==> src/rtl/imem_port_arbiter.sv <==
// Shares one single-port instruction/test memory between fetch and data requesters; data wins, with a fetch forced after MAX_D_RUN data grants.
// Latency: grant and memory command in the request cycle; read word returned to its owner one cycle later.
// Backpressure: requesters hold req until granted; the arbiter never stalls and accepts one access per cycle.
module imem_port_arbiter #(
    parameter int DW        = 32,
    parameter int AW        = 5,
    parameter int MAX_D_RUN = 2
) (
    input  logic          clk_i,
    input  logic          rst_i,
    input  logic          if_req_i,
    input  logic [AW-1:0] if_addr_i,
    output logic          if_gnt_o,
    output logic          if_rvalid_o,
    output logic [DW-1:0] if_rdata_o,
    input  logic          d_req_i,
    input  logic          d_we_i,
    input  logic [AW-1:0] d_addr_i,
    input  logic [DW-1:0] d_wdata_i,
    output logic          d_gnt_o,
    output logic          d_rvalid_o,
    output logic [DW-1:0] d_rdata_o,
    output logic          mem_rd_en_o,
    output logic          mem_wr_en_o,
    output logic [AW-1:0] mem_addr_o,
    output logic [DW-1:0] mem_wr_data_o,
    input  logic [DW-1:0] mem_rd_data_i
);

    localparam int              RW      = $clog2(MAX_D_RUN + 1);
    localparam logic [RW-1:0]   RUN_MAX = RW'(MAX_D_RUN);

    typedef enum logic [1:0] {
        RSP_NONE = 2'd0,
        RSP_IF   = 2'd1,
        RSP_D    = 2'd2
    } rsp_e;

    typedef struct packed {
        logic          rd_en;
        logic          wr_en;
        logic [AW-1:0] addr;
        logic [DW-1:0] wr_data;
    } mem_cmd_t;

    logic [RW-1:0] d_run_q;
    logic [RW-1:0] d_run_nxt;
    rsp_e          rsp_q;
    rsp_e          rsp_nxt;
    logic          force_if;
    logic          d_gnt;
    logic          if_gnt;
    mem_cmd_t      cmd;

    // Starvation guard: a waiting fetch wins once the data run has saturated.
    always_comb begin
        force_if = if_req_i && (d_run_q == RUN_MAX);
        d_gnt    = d_req_i && !force_if;
        if_gnt   = if_req_i && !d_gnt;
    end

    always_comb begin
        d_run_nxt = d_run_q;
        if (!if_req_i || if_gnt) begin
            d_run_nxt = '0;
        end else if (d_gnt && (d_run_q != RUN_MAX)) begin
            d_run_nxt = d_run_q + 1'b1;
        end
    end

    always_comb begin
        cmd = '0;
        if (if_gnt) begin
            cmd.rd_en = 1'b1;
            cmd.addr  = if_addr_i;
        end else if (d_gnt) begin
            cmd.addr = d_addr_i;
            if (d_we_i) begin
                cmd.wr_en   = 1'b1;
                cmd.wr_data = d_wdata_i;
            end else begin
                cmd.rd_en = 1'b1;
            end
        end
    end

    assign if_gnt_o      = if_gnt;
    assign d_gnt_o       = d_gnt;
    assign mem_rd_en_o   = cmd.rd_en;
    assign mem_wr_en_o   = cmd.wr_en;
    assign mem_addr_o    = cmd.addr;
    assign mem_wr_data_o = cmd.wr_data;

    always_ff @(posedge clk_i or posedge rst_i) begin
        if (rst_i) begin
            d_run_q <= '0;
            rsp_q   <= RSP_NONE;
        end else begin
            d_run_q <= d_run_nxt;
            rsp_q   <= rsp_nxt;
        end
    end

    // Response owner: rsp_q names who the word on mem_rd_data_i belongs to this cycle.
    always_comb begin
        rsp_nxt     = RSP_NONE;
        if_rvalid_o = 1'b0;
        if_rdata_o  = '0;
        d_rvalid_o  = 1'b0;
        d_rdata_o   = '0;
        if (if_gnt) begin
            rsp_nxt = RSP_IF;
        end else if (d_gnt && !d_we_i) begin
            rsp_nxt = RSP_D;
        end
        case (rsp_q)
            RSP_IF: begin
                if_rvalid_o = 1'b1;
                if_rdata_o  = mem_rd_data_i;
            end
            RSP_D: begin
                d_rvalid_o = 1'b1;
                d_rdata_o  = mem_rd_data_i;
            end
            default: ;
        endcase
    end

endmodule

==> config.mk <==
export PLATFORM = sky130hd
export DESIGN_NAME = imem_port_arbiter
export DESIGN_NICKNAME = d
export VERILOG_FILES = /design/src/rtl/imem_port_arbiter.sv
export SDC_FILE = /design/constraint.sdc
export NUM_CORES = 1
export LEC_CHECK = 0
export ABC_CLOCK_PERIOD_IN_PS = 1600
export CAP_MARGIN = 10
export CORE_MARGIN = 2
export CORE_UTILIZATION = 22
export DETAILED_ROUTE_END_ITERATION = 8
export GPL_TIMING_DRIVEN = 0
export PLACE_DENSITY = 0.85
export SKIP_CTS_REPAIR_TIMING = 1
export SLEW_MARGIN = 20
export SYNTH_ARGS = -nofsm -noshare
export SYNTH_HDL_FRONTEND = slang
export SYNTH_SLANG_ARGS = --single-unit
==> constraint.sdc <==
create_clock -name clk_i -period 1.6 [get_ports clk_i]
set_input_delay 0.24 -clock clk_i [delete_from_list [all_inputs] [get_ports clk_i]]
set_output_delay 0.24 -clock clk_i [all_outputs]
set_load 0.01 [all_outputs]
==> results of run 1 <==
[per-stage QoR]
stage               TNS (ns)  setup slack [ns]  hold WS [ns]  power, mW  utilization [%]
CTS                   -55.14           -0.7258        0.2316     0.9988            61.81
global route          -6.666           -0.2313        0.2605      1.043            63.97
global placement      -34.20           -0.5984        0.4200     0.7734            60.99
detailed placement    -35.40           -0.5914        0.4544     0.7839            60.99
floorplan                  0            0.1282      0.006082     0.3374                -
finish                -3.906           -0.1636        0.2230     0.9807            63.97
[cell families (layout without fill, tap and decap cells)]
group,Yosys count,count (layout)
fa+ha+maj,1,1
compound gates,7,7
simple gates,106,106
flops,4,4
buf+inv,18,216
[routing by layer]
metal	track usage, %	wire length (um)	share of wire (%)
met4	2.534	14	0.23
met3	3.307	419	7.0
met1	19.29	2298	38
met2	30.84	3292	55
met5	0	0	0
[cell usage in the layout (no fill, tap or decap), drive strengths merged]
master,instances
a21boi,1
a22o,1
a32o,5
and2,67
and2b,2
and3,1
buf,69
clkbuf,19
clkdlybuf4s50,75
dfrtp,4
dlymetal6s2s,50
ha,1
inv,3
nand2,1
nand2b,1
nor2,1
nor3b,33
[flip-flops by register name, indices dropped and copies added, names as in the netlist]
name     count
d_run_q      2
rsp_q        2
[path summary, 6_finish.rpt]
path | startpoint | endpoint | slack [ns] | cells past startpoint
setup / recovery | d_run_q[0] | mem_wr_data_o[11] | -0.16 | 6
hold / removal | rst_i | d_run_q[1] | 0.22 | 2
setup reg to reg | d_run_q[0] | d_run_q[0] | 0.41 | 5
hold reg to reg | d_run_q[0] | d_run_q[0] | 0.58 | 2
max in group asynchronous | rst_i | rsp_q[1] | 1.22 | 2
min in group clk_i | d_we_i | rsp_q[1] | 0.42 | 3
[final cells by class]
type | instances | area [sq um] | share of cell area, %
Timing Repair Buffer | 196 | 1838 | 56.98
Buffer | 14 | 155.1 | 4.810
Tap cell | 70 | 87.58 | 2.715
Inverter | 3 | 11.26 | 0.3491
Multi-Input combinational cell | 114 | 992.2 | 30.76
Sequential cell | 4 | 100.1 | 3.103
Clock buffer | 3 | 41.29 | 1.280
[report_power, final]
group	total [mW]	internal (mW)	switching, mW
Sequential	0.110	0.107	0.00317
Combinational	0.660	0.416	0.244
Clock	0.210	0.160	0.0500
[worst register-to-register path: stages, from the launching register on]
cell      delay, ns
dfrtp_1        0.37
inv_2          0.06
ha_4           0.17
nand2b_4       0.15
buf_6          0.12
nor3b_1        0.22
==> results.sh, run 1 <==
export IMPL_synth_commonest_cells="and2_1 (67), nor3b_2 (29), buf_2 (7)"
export IMPL_synthMuxAreaShare_pct=0
export IMPL_fillCellCount=429
export IMPL_syn_area_per_cell_sq_um=8.354
export IMPL_outcome="finished, violations left"
export IMPL_slowest_delay_ns=0.37
export IMPL_drc=0
export IMPL_synth_net_count=216
export IMPL_synth_xor_area_share_pct=0
export IMPL_crit_family="simple AND/OR/NAND/NOR gates"
export IMPL_track_usage_pct=16.39
export IMPL_max_freq_mhz=567.0
export IMPL_yosysSeqAreaShare_pct=8.811
export IMPL_yosys_top_cells_area="and2_1 (37%), nor3b_2 (32%), dfrtp_1 (8.8%), a32o_1 (4.4%), buf_6 (4.0%)"
export IMPL_syn_inst=136
export IMPL_yosysTopAreaCell="and2_1"
export IMPL_io_buffer_count=185
export IMPL_num_antenna_cells=0
export IMPL_setup_viol_count_final=37
export IMPL_violations="negative setup slack"
export IMPL_drt_iter0_markers=25
export IMPL_critPathSlowestCell="dfrtp_1"
export IMPL_relSlewSlack_pct=79.41
export IMPL_start_kind="flop"
export IMPL_die_x_um=75.86
export IMPL_viasPerCell=4.208
export IMPL_synth_edff_count=0
export IMPL_critPathMaxFanout=8
export IMPL_drive_gt1_share_pct=38.62
export IMPL_hold_viol=0
export IMPL_synth_distinct_cells=17
export IMPL_leakage_nw=2.190
export IMPL_synthAdderAreaFrac_pct=1.101
export IMPL_critPathArrivalTime_ns=1.52
export IMPL_yosysMostFrequentCell="and2_1"
export IMPL_yosys_area_share_simple_pct=74.56
export IMPL_routed_wl_mm=6.026
export IMPL_cts_root_buf="clkbuf_8"
export IMPL_rsz0062_at_grt="true"
export IMPL_start_util_pct=22.53
export IMPL_cap_violations=0
export IMPL_post_drt_wl_per_cell_um=14.92
export IMPL_synth_area_sq_mm=0.001136
export IMPL_antenna_found_initial=0
export IMPL_path_cells="inv_2 -> ha_4 -> and2_4 -> buf_12 -> nor3b_2 -> buf_2"
export IMPL_clock_path_buffers=2
export IMPL_end_kind="output port"
export IMPL_nets=416
export IMPL_grt_pass1_wl_mm=7.293
export IMPL_synth_seq_cells=4
export IMPL_fin_crit_ns=1.764
export IMPL_clock_latency_ns=0.21
export IMPL_antenna_left=0
export IMPL_cts_made_buffers=3
export IMPL_path_clk_slew_ns=0.03
export IMPL_required_ns=1.36
export IMPL_clock_sinks=4
export IMPL_vdd_drop_max_uv=337.5
export IMPL_worst_pin_slew_ns=0.3089
export IMPL_yosys_warnings=0
export IMPL_stdcell_count=404
export IMPL_fp_dieH_um=75.86
export IMPL_finalWorstSetupSlack_ns=-0.1636
export IMPL_async_flop_share_pct=100.0
export IMPL_grt_max_degree=11
export IMPL_cts_tree="built"
export IMPL_dr_pass1_iters=4
export IMPL_area_delta_synth_final_pct=183.9
export IMPL_io_pins=186
export IMPL_stdcell_area_sq_mm=0.003226
export IMPL_htreeDepth=1
export IMPL_synth_top_family_by_area="simple AND/OR/NAND/NOR gates"
export IMPL_grt_pass1_vias=1464
export IMPL_critical_path_buf_inv_count=3
export IMPL_path_class="flop to output port"
export IMPL_finClkSkew_ns=0.003173
export IMPL_power_density_mw_per_mm2=304.0
export IMPL_gp_congestion=0.7489
export IMPL_yosys_most_used_dff="dfrtp_1"
export IMPL_period_share_pct=110.2
export IMPL_dp_hpwl_mm=4.737
export IMPL_die_area_sq_mm=0.005755
export IMPL_core_area_sq_mm=0.005042
export IMPL_placed_cells=391
export IMPL_synth_top_cell_area_share_pct=36.89
export IMPL_postPlaceCellArea_sq_mm=0.003075
export IMPL_rows=26
export IMPL_overflow=0
export IMPL_drv_slew=0
export IMPL_min_delay_path_class="input port to asynchronous set/reset pin"
export IMPL_synth_compound_area_share_pct=6.167
export IMPL_num_vias=1700
Power figures use the tool's default switching activity.
==> run 2, diff against run 1 <==
--- a/config.mk
+++ b/config.mk
@@ -5,13 +5,14 @@
 export SDC_FILE = /design/constraint.sdc
 export NUM_CORES = 1
 export LEC_CHECK = 0
+export ABC_AREA = 1
 export ABC_CLOCK_PERIOD_IN_PS = 1600
 export CAP_MARGIN = 10
 export CORE_MARGIN = 2
-export CORE_UTILIZATION = 22
+export CORE_UTILIZATION = 20
 export DETAILED_ROUTE_END_ITERATION = 8
 export GPL_TIMING_DRIVEN = 0
-export PLACE_DENSITY = 0.85
+export PLACE_DENSITY = 0.8
 export SKIP_CTS_REPAIR_TIMING = 1
 export SLEW_MARGIN = 20
 export SYNTH_ARGS = -nofsm -noshare
==> run 2 against run 1 <==
  * The flow still finishes with violations (negative setup slack)
  * Total power up 15%
  * Clock skew down 0.0025 ns
  * Maximum frequency up 2.9%
  * Sequential power about the same
  * Setup slack better by 0.049 ns
  * Synthesized area down 11%
  * Wire length up 2.3%
  * Non-clock buffer count down 1
  * Critical path depth up 2
  * Die area down 2.3%
  * Sequential share of layout area down 0.31 points
==> results.sh, run 2 <==
export IMPL_crit_start="d_run_q[0]"
export IMPL_synth_commonest_cells="nor2_1 (99), inv_1 (40), nand2_1 (39)"
export IMPL_synth_area_sq_mm=0.001007
export IMPL_post_drt_wl_per_cell_um=12.87
export IMPL_synth_compound_area_share_pct=0.4969
export IMPL_rows=25
export IMPL_fp_dieH_um=74.97
export IMPL_power_total_mw=1.124
export IMPL_max_freq_mhz=583.4
export IMPL_synth_xor_area_share_pct=0
export IMPL_grt_use_met1_pct=15.30
export IMPL_synth_net_count=294
export IMPL_finalWorstSetupSlack_ns=-0.1142
export IMPL_power_density_mw_per_mm2=313.8
export IMPL_clock_latency_ns=0.22
export IMPL_htreeDepth=1
export IMPL_area_delta_synth_final_pct=255.7
export IMPL_relSlewSlack_pct=62.78
export IMPL_overflow=0
export IMPL_start_kind="flop"
export IMPL_r2r_end="d_run_q[0]"
export IMPL_grt_busiest_layer="met2"
export IMPL_io_buffer_count=183
export IMPL_violations="negative setup slack"
export IMPL_gp_congestion=0.7176
export IMPL_antenna_left=0
export IMPL_die_x_um=74.97
export IMPL_setup_viol_count_final=39
export IMPL_final_common_cell="clkdlybuf4s50_1"
export IMPL_syn_area_per_cell_sq_um=4.707
export IMPL_grt_pass1_wl_mm=7.210
export IMPL_end_kind="output port"
export IMPL_num_vias=2041
export IMPL_io_pins=186
export IMPL_synthMuxAreaShare_pct=0
export IMPL_yosys_most_used_dff="dfrtp_1"
export IMPL_drv_slew=0
export IMPL_fin_crit_ns=1.714
export IMPL_period_share_pct=107.1
export IMPL_finClkSkew_ns=0.0007115
export IMPL_yosysSeqAreaShare_pct=9.938
export IMPL_cts_made_buffers=3
export IMPL_worstReg2RegStart="d_run_q[0]"
export IMPL_worst_pin_slew_ns=0.5574
export IMPL_clock_sinks=4
export IMPL_dr_pass1_iters=4
export IMPL_outcome="finished, violations left"
export IMPL_nets=494
export IMPL_clock_path_buffers=2
export IMPL_reg2regPathDepth=8
export IMPL_drive_gt1_share_pct=29.37
export IMPL_fin_setup_tns_ns=-1.747
export IMPL_path_clk_slew_ns=0.03
export IMPL_viasPerCell=4.261
export IMPL_grt_max_degree=11
export IMPL_yosysTopAreaCell="nor2_1"
export IMPL_yosys_warnings=0
export IMPL_antenna_found_initial=0
export IMPL_critPathArrivalTime_ns=1.47
export IMPL_track_usage_pct=16.60
export IMPL_postPlaceCellArea_sq_mm=0.002923
export IMPL_synth_top_family_by_area="simple AND/OR/NAND/NOR gates"
export IMPL_stdcell_area_sq_mm=0.003582
export IMPL_grt_pass1_vias=1663
export IMPL_cap_violations=0
export IMPL_synth_top_cell_area_share_pct=36.89
export IMPL_rsz0062_at_grt="true"
export IMPL_drc=0
export IMPL_min_delay_path_class="input port to asynchronous set/reset pin"
export IMPL_required_ns=1.36
export IMPL_routed_wl_mm=6.167
export IMPL_layout_common_cells="clkdlybuf4s50_1 (75), dlymetal6s2s_1 (67), nor2_1 (65), inv_1 (39)"
export IMPL_synthAdderAreaFrac_pct=1.242
export IMPL_die_area_sq_mm=0.005620
export IMPL_hold_viol=0
export IMPL_synth_distinct_cells=14
export IMPL_r2r_setup_slack_ns=0.17
export IMPL_dp_hpwl_mm=4.425
export IMPL_yosys_top_cells_area="nor2_1 (37%), inv_1 (15%), nand2_1 (15%), dfrtp_1 (9.9%), buf_6 (6.7%)"
export IMPL_grtUsageMet2_pct=32.46
export IMPL_drt_iter0_markers=31
export IMPL_fin_hold_ws_ns=0.2075
export IMPL_core_area_sq_mm=0.004786
export IMPL_grt_met3_usage_pct=4.819
export IMPL_synth_edff_count=0
export IMPL_synth_seq_cells=4
export IMPL_yosys_area_share_simple_pct=60.62
export IMPL_yosysMostFrequentCell="nor2_1"
export IMPL_reg_top3="d_run_q: 2 flops, rsp_q: 2 flops"
export IMPL_cts_tree="built"
export IMPL_num_antenna_cells=0
export IMPL_cts_root_buf="clkbuf_8"
export IMPL_syn_inst=214
export IMPL_path_class="flop to output port"
export IMPL_vdd_drop_max_uv=257.0
export IMPL_leakage_nw=2.710
export IMPL_start_util_pct=21.05
export IMPL_async_flop_share_pct=100.0
export IMPL_critPathMaxFanout=8
## run 2: layout make-up
cell class                 count  area, sq um
fill                         363         1204
tap                           67        83.83
buffer                        15        152.6
sequential                     4        100.1
multi-input combinational    155        914.6
clock buffer                   3        41.29
timing repair buffer         194         2136
inverter                      41        153.9
## run 2: how the worst max path moves through the flow
stage / end / slack, ns
after floorplan: mem_wr_data_o[10] / 0.26
after global placement: mem_wr_data_o[31] / -0.51
after detailed placement: mem_wr_data_o[31] / -0.51
after CTS: mem_wr_data_o[31] / -0.58
after global routing: mem_wr_data_o[0] / -0.20
final: mem_wr_data_o[0] / -0.11
## run 2: critical path, cell delays in order, from the launching register on
cell	delay (ns)
dfrtp_1	0.35
inv_1	0.05
ha_2	0.19
nand2_4	0.10
nand2_8	0.11
buf_8	0.18
buf_6	0.11
nor2_4	0.07
buf_6	0.10
## run 2: cells by family after synthesis
logic type | after synthesis
AOI/OAI and AO/OA | 1
adders and majority gates | 1
buffers and inverters | 56
DFF | 4
and+or+nand+nor | 152
## run 2: power breakdown
part           leakage [nW]  switching (mW)  internal [mW]
clock network        0.0216          0.0510          0.160
registers            0.0527         0.00257          0.107
logic                  2.64           0.343          0.460
## run 2: stage by stage
stage	std cells	util, %	setup slack (ns)
floorplan	214	-	0.2562
global placement	464	61.07	-0.5073
detailed placement	464	61.07	-0.5095
CTS	467	61.93	-0.5820
global route	479	74.85	-0.2040
finish	479	74.85	-0.1142
## run 2: layer usage
layer | part of all wire, % | wire, um | vias to the layer above
li1 | - | - | 1002
met2 | 54 | 3307 | 121
met4 | 2.6 | 161 | 0
met5 | 0 | 0 | -
met3 | 11 | 695 | 11
met1 | 32 | 2003 | 907
==> run 3, diff against run 2 <==
--- a/config.mk
+++ b/config.mk
@@ -8,11 +8,10 @@
 export ABC_AREA = 1
 export ABC_CLOCK_PERIOD_IN_PS = 1600
 export CAP_MARGIN = 10
-export CORE_MARGIN = 2
 export CORE_UTILIZATION = 20
 export DETAILED_ROUTE_END_ITERATION = 8
 export GPL_TIMING_DRIVEN = 0
-export PLACE_DENSITY = 0.8
+export PLACE_DENSITY_LB_ADDON = 0.25
 export SKIP_CTS_REPAIR_TIMING = 1
 export SLEW_MARGIN = 20
 export SYNTH_ARGS = -nofsm -noshare
==> run 3 against run 2 <==
  * Total power decreased by 1.7%
  * Combinational power decreased by 2%
  * Largest power group unchanged
  * Final cell count decreased by 0.42%
  * Clock power about the same
  * The flow still finishes with violations (negative setup slack)
  * Global-route usage increased by 1.7 points
  * Clock skew increased by 0.0023 ns
  * Register-to-register slack got worse by 0.03 ns
  * Count of clock-buffer cells in the layout unchanged
  * Sequential power about the same
  * Via count decreased by 1.8%
  * Die area decreased by 5.3%
  * Critical path depth unchanged
==> results.sh, run 3 (same netlist as run 2, synthesis figures left out) <==
export IMPL_viasPerCell=4.201
export IMPL_cts_root_buf="clkbuf_8"
export IMPL_num_vias=2004
export IMPL_grtUsageMet2_pct=36.24
export IMPL_critPathArrivalTime_ns=1.52
export IMPL_grt_max_degree=11
export IMPL_required_ns=1.36
export IMPL_drc=0
export IMPL_crit_family="buffers and inverters"
export IMPL_clock_path_buffers=2
export IMPL_dp_hpwl_mm=4.345
export IMPL_gp_congestion=0.7441
export IMPL_drv_slew=0
export IMPL_antenna_found_initial=0
export IMPL_rsz0062_at_grt="true"
export IMPL_fin_crit_ns=1.763
export IMPL_nets=492
export IMPL_worst_pin_slew_ns=0.5050
export IMPL_cts_tree="built"
export IMPL_relSlewSlack_pct=66.28
export IMPL_dr_pass1_iters=4
export IMPL_clock_latency_ns=0.22
export IMPL_vdd_drop_max_uv=217.0
export IMPL_grt_use_met1_pct=17.59
export IMPL_cts_made_buffers=3
export IMPL_drive_gt1_share_pct=27.56
export IMPL_critPathSlowestCell="dfrtp_1"
export IMPL_io_pins=186
export IMPL_period_share_pct=110.2
export IMPL_htreeDepth=1
export IMPL_post_drt_wl_per_cell_um=12.70
export IMPL_start_util_pct=21.05
export IMPL_path_clk_slew_ns=0.03
export IMPL_min_delay_path_class="input port to asynchronous set/reset pin"
export IMPL_critPathMaxFanout=8
export IMPL_finalWorstSetupSlack_ns=-0.1634
export IMPL_grt_pass1_vias=1702
export IMPL_stdcell_area_sq_mm=0.003507
export IMPL_grt_busiest_layer="met2"
export IMPL_antenna_left=0
export IMPL_routed_wl_mm=6.056
export IMPL_layout_common_cells="clkdlybuf4s50_1 (76), nor2_1 (68), dlymetal6s2s_1 (66), inv_1 (39), nand2_1 (36)"
export IMPL_start_kind="flop"
export IMPL_grt_pass1_wl_mm=7.734
export IMPL_leakage_nw=2.673
export IMPL_max_freq_mhz=567.1
export IMPL_finClkSkew_ns=0.003021
export IMPL_num_antenna_cells=0
export IMPL_path_class="flop to output port"
export IMPL_grt_met3_usage_pct=5.939
export IMPL_violations="negative setup slack"
export IMPL_track_usage_pct=18.29
export IMPL_reg_top3="d_run_q: 2 flops, rsp_q: 2 flops"
export IMPL_critical_path_buf_inv_count=4
export IMPL_setup_viol_count_final=37
export IMPL_end_kind="output port"
export IMPL_fillCellCount=351
export IMPL_core_area_sq_mm=0.004786
export IMPL_io_buffer_count=183
export IMPL_cap_violations=0
export IMPL_path_cells="inv_1 -> ha_2 -> nand2_4 -> nand2_8 -> buf_8 -> buf_4 -> nor2_4 -> buf_6"
export IMPL_rows=25
export IMPL_hold_viol=0
export IMPL_postPlaceCellArea_sq_mm=0.002923
export IMPL_slowest_delay_ns=0.34
export IMPL_overflow=0
export IMPL_die_x_um=72.97
export IMPL_power_density_mw_per_mm2=314.9
export IMPL_area_delta_synth_final_pct=248.2
export IMPL_die_area_sq_mm=0.005324
export IMPL_dp_slack_ns=-0.5594
export IMPL_fp_dieH_um=72.97
export IMPL_drt_iter0_markers=42
export IMPL_final_common_cell="clkdlybuf4s50_1"
export IMPL_clock_sinks=4
export IMPL_outcome="finished, violations left"
-- run 3: cell types whose count changed in the layout (fill, tap and decap cells not counted), sizes merged --
cell,previous run,this run
buf,60,57
clkdlybuf4s50,75,76
dlymetal6s2s,67,66
clkbuf,10,11
-- run 3: layout make-up --
class | count | area (sq um) | share of cell area (%)
buffer | 15 | 147.6 | 4.210
inverter | 41 | 156.4 | 4.460
timing repair buffer | 192 | 2102 | 59.94
multi-input combinational | 155 | 875.8 | 24.97
clock buffer | 3 | 41.29 | 1.177
tap | 67 | 83.83 | 2.390
sequential | 4 | 100.1 | 2.854
-- run 3: worst reg2reg max path, cell delays in order (launching register included) --
cell and delay (ns):
dfrtp_1 0.34, inv_1 0.05, ha_2 0.17, nand2_4 0.14, nand2_8 0.12, clkbuf_16 0.20
buf_4 0.13, buf_4 0.14, nor3_2 0.09
-- run 3: through the flow --
stage	utilization (%)	hold slack (ns)	total power, mW	setup TNS, ns	instances
after CTS	61.93	0.2119	1.016	-37.42	467
after floorplan	-	0.006082	0.3561	0	214
after detailed placement	61.07	0.4345	0.7981	-20.57	464
after global placement	61.07	0.4327	0.7907	-19.12	464
final	73.28	0.2151	1.104	-2.430	477
after global routing	73.28	0.2250	1.174	-4.721	477
-- run 3: path summary, 6_finish.rpt --
path / slack [ns] / end / depth (start not counted) / startpoint
min in group clk_i: 0.31 / rsp_q[0] / 3 / if_req_i
worst max register to register: 0.14 / d_run_q[1] / 8 / d_run_q[0]
worst min register to register: 0.52 / d_run_q[0] / 2 / d_run_q[0]
worst max-delay path: -0.16 / mem_wr_data_o[3] / 8 / d_run_q[0]
worst min-delay path: 0.22 / d_run_q[0] / 2 / rst_i
max in group asynchronous: 1.24 / rsp_q[1] / 2 / rst_i
-- run 3: where the power goes --
part	switching [mW]	internal [mW]
clock	0.0505	0.160
sequential	0.00253	0.107
combinational	0.335	0.449
-- run 3: routing by layer --
| layer | vias up | routed length (um) | share of wire [%] |
|---|---|---|---|
| met5 | - | 0 | 0 |
| met4 | 0 | 61 | 1.0 |
| met3 | 4 | 578 | 9.5 |
| met2 | 108 | 3326 | 55 |
| met1 | 893 | 2090 | 35 |
| li1 | 999 | - | - |
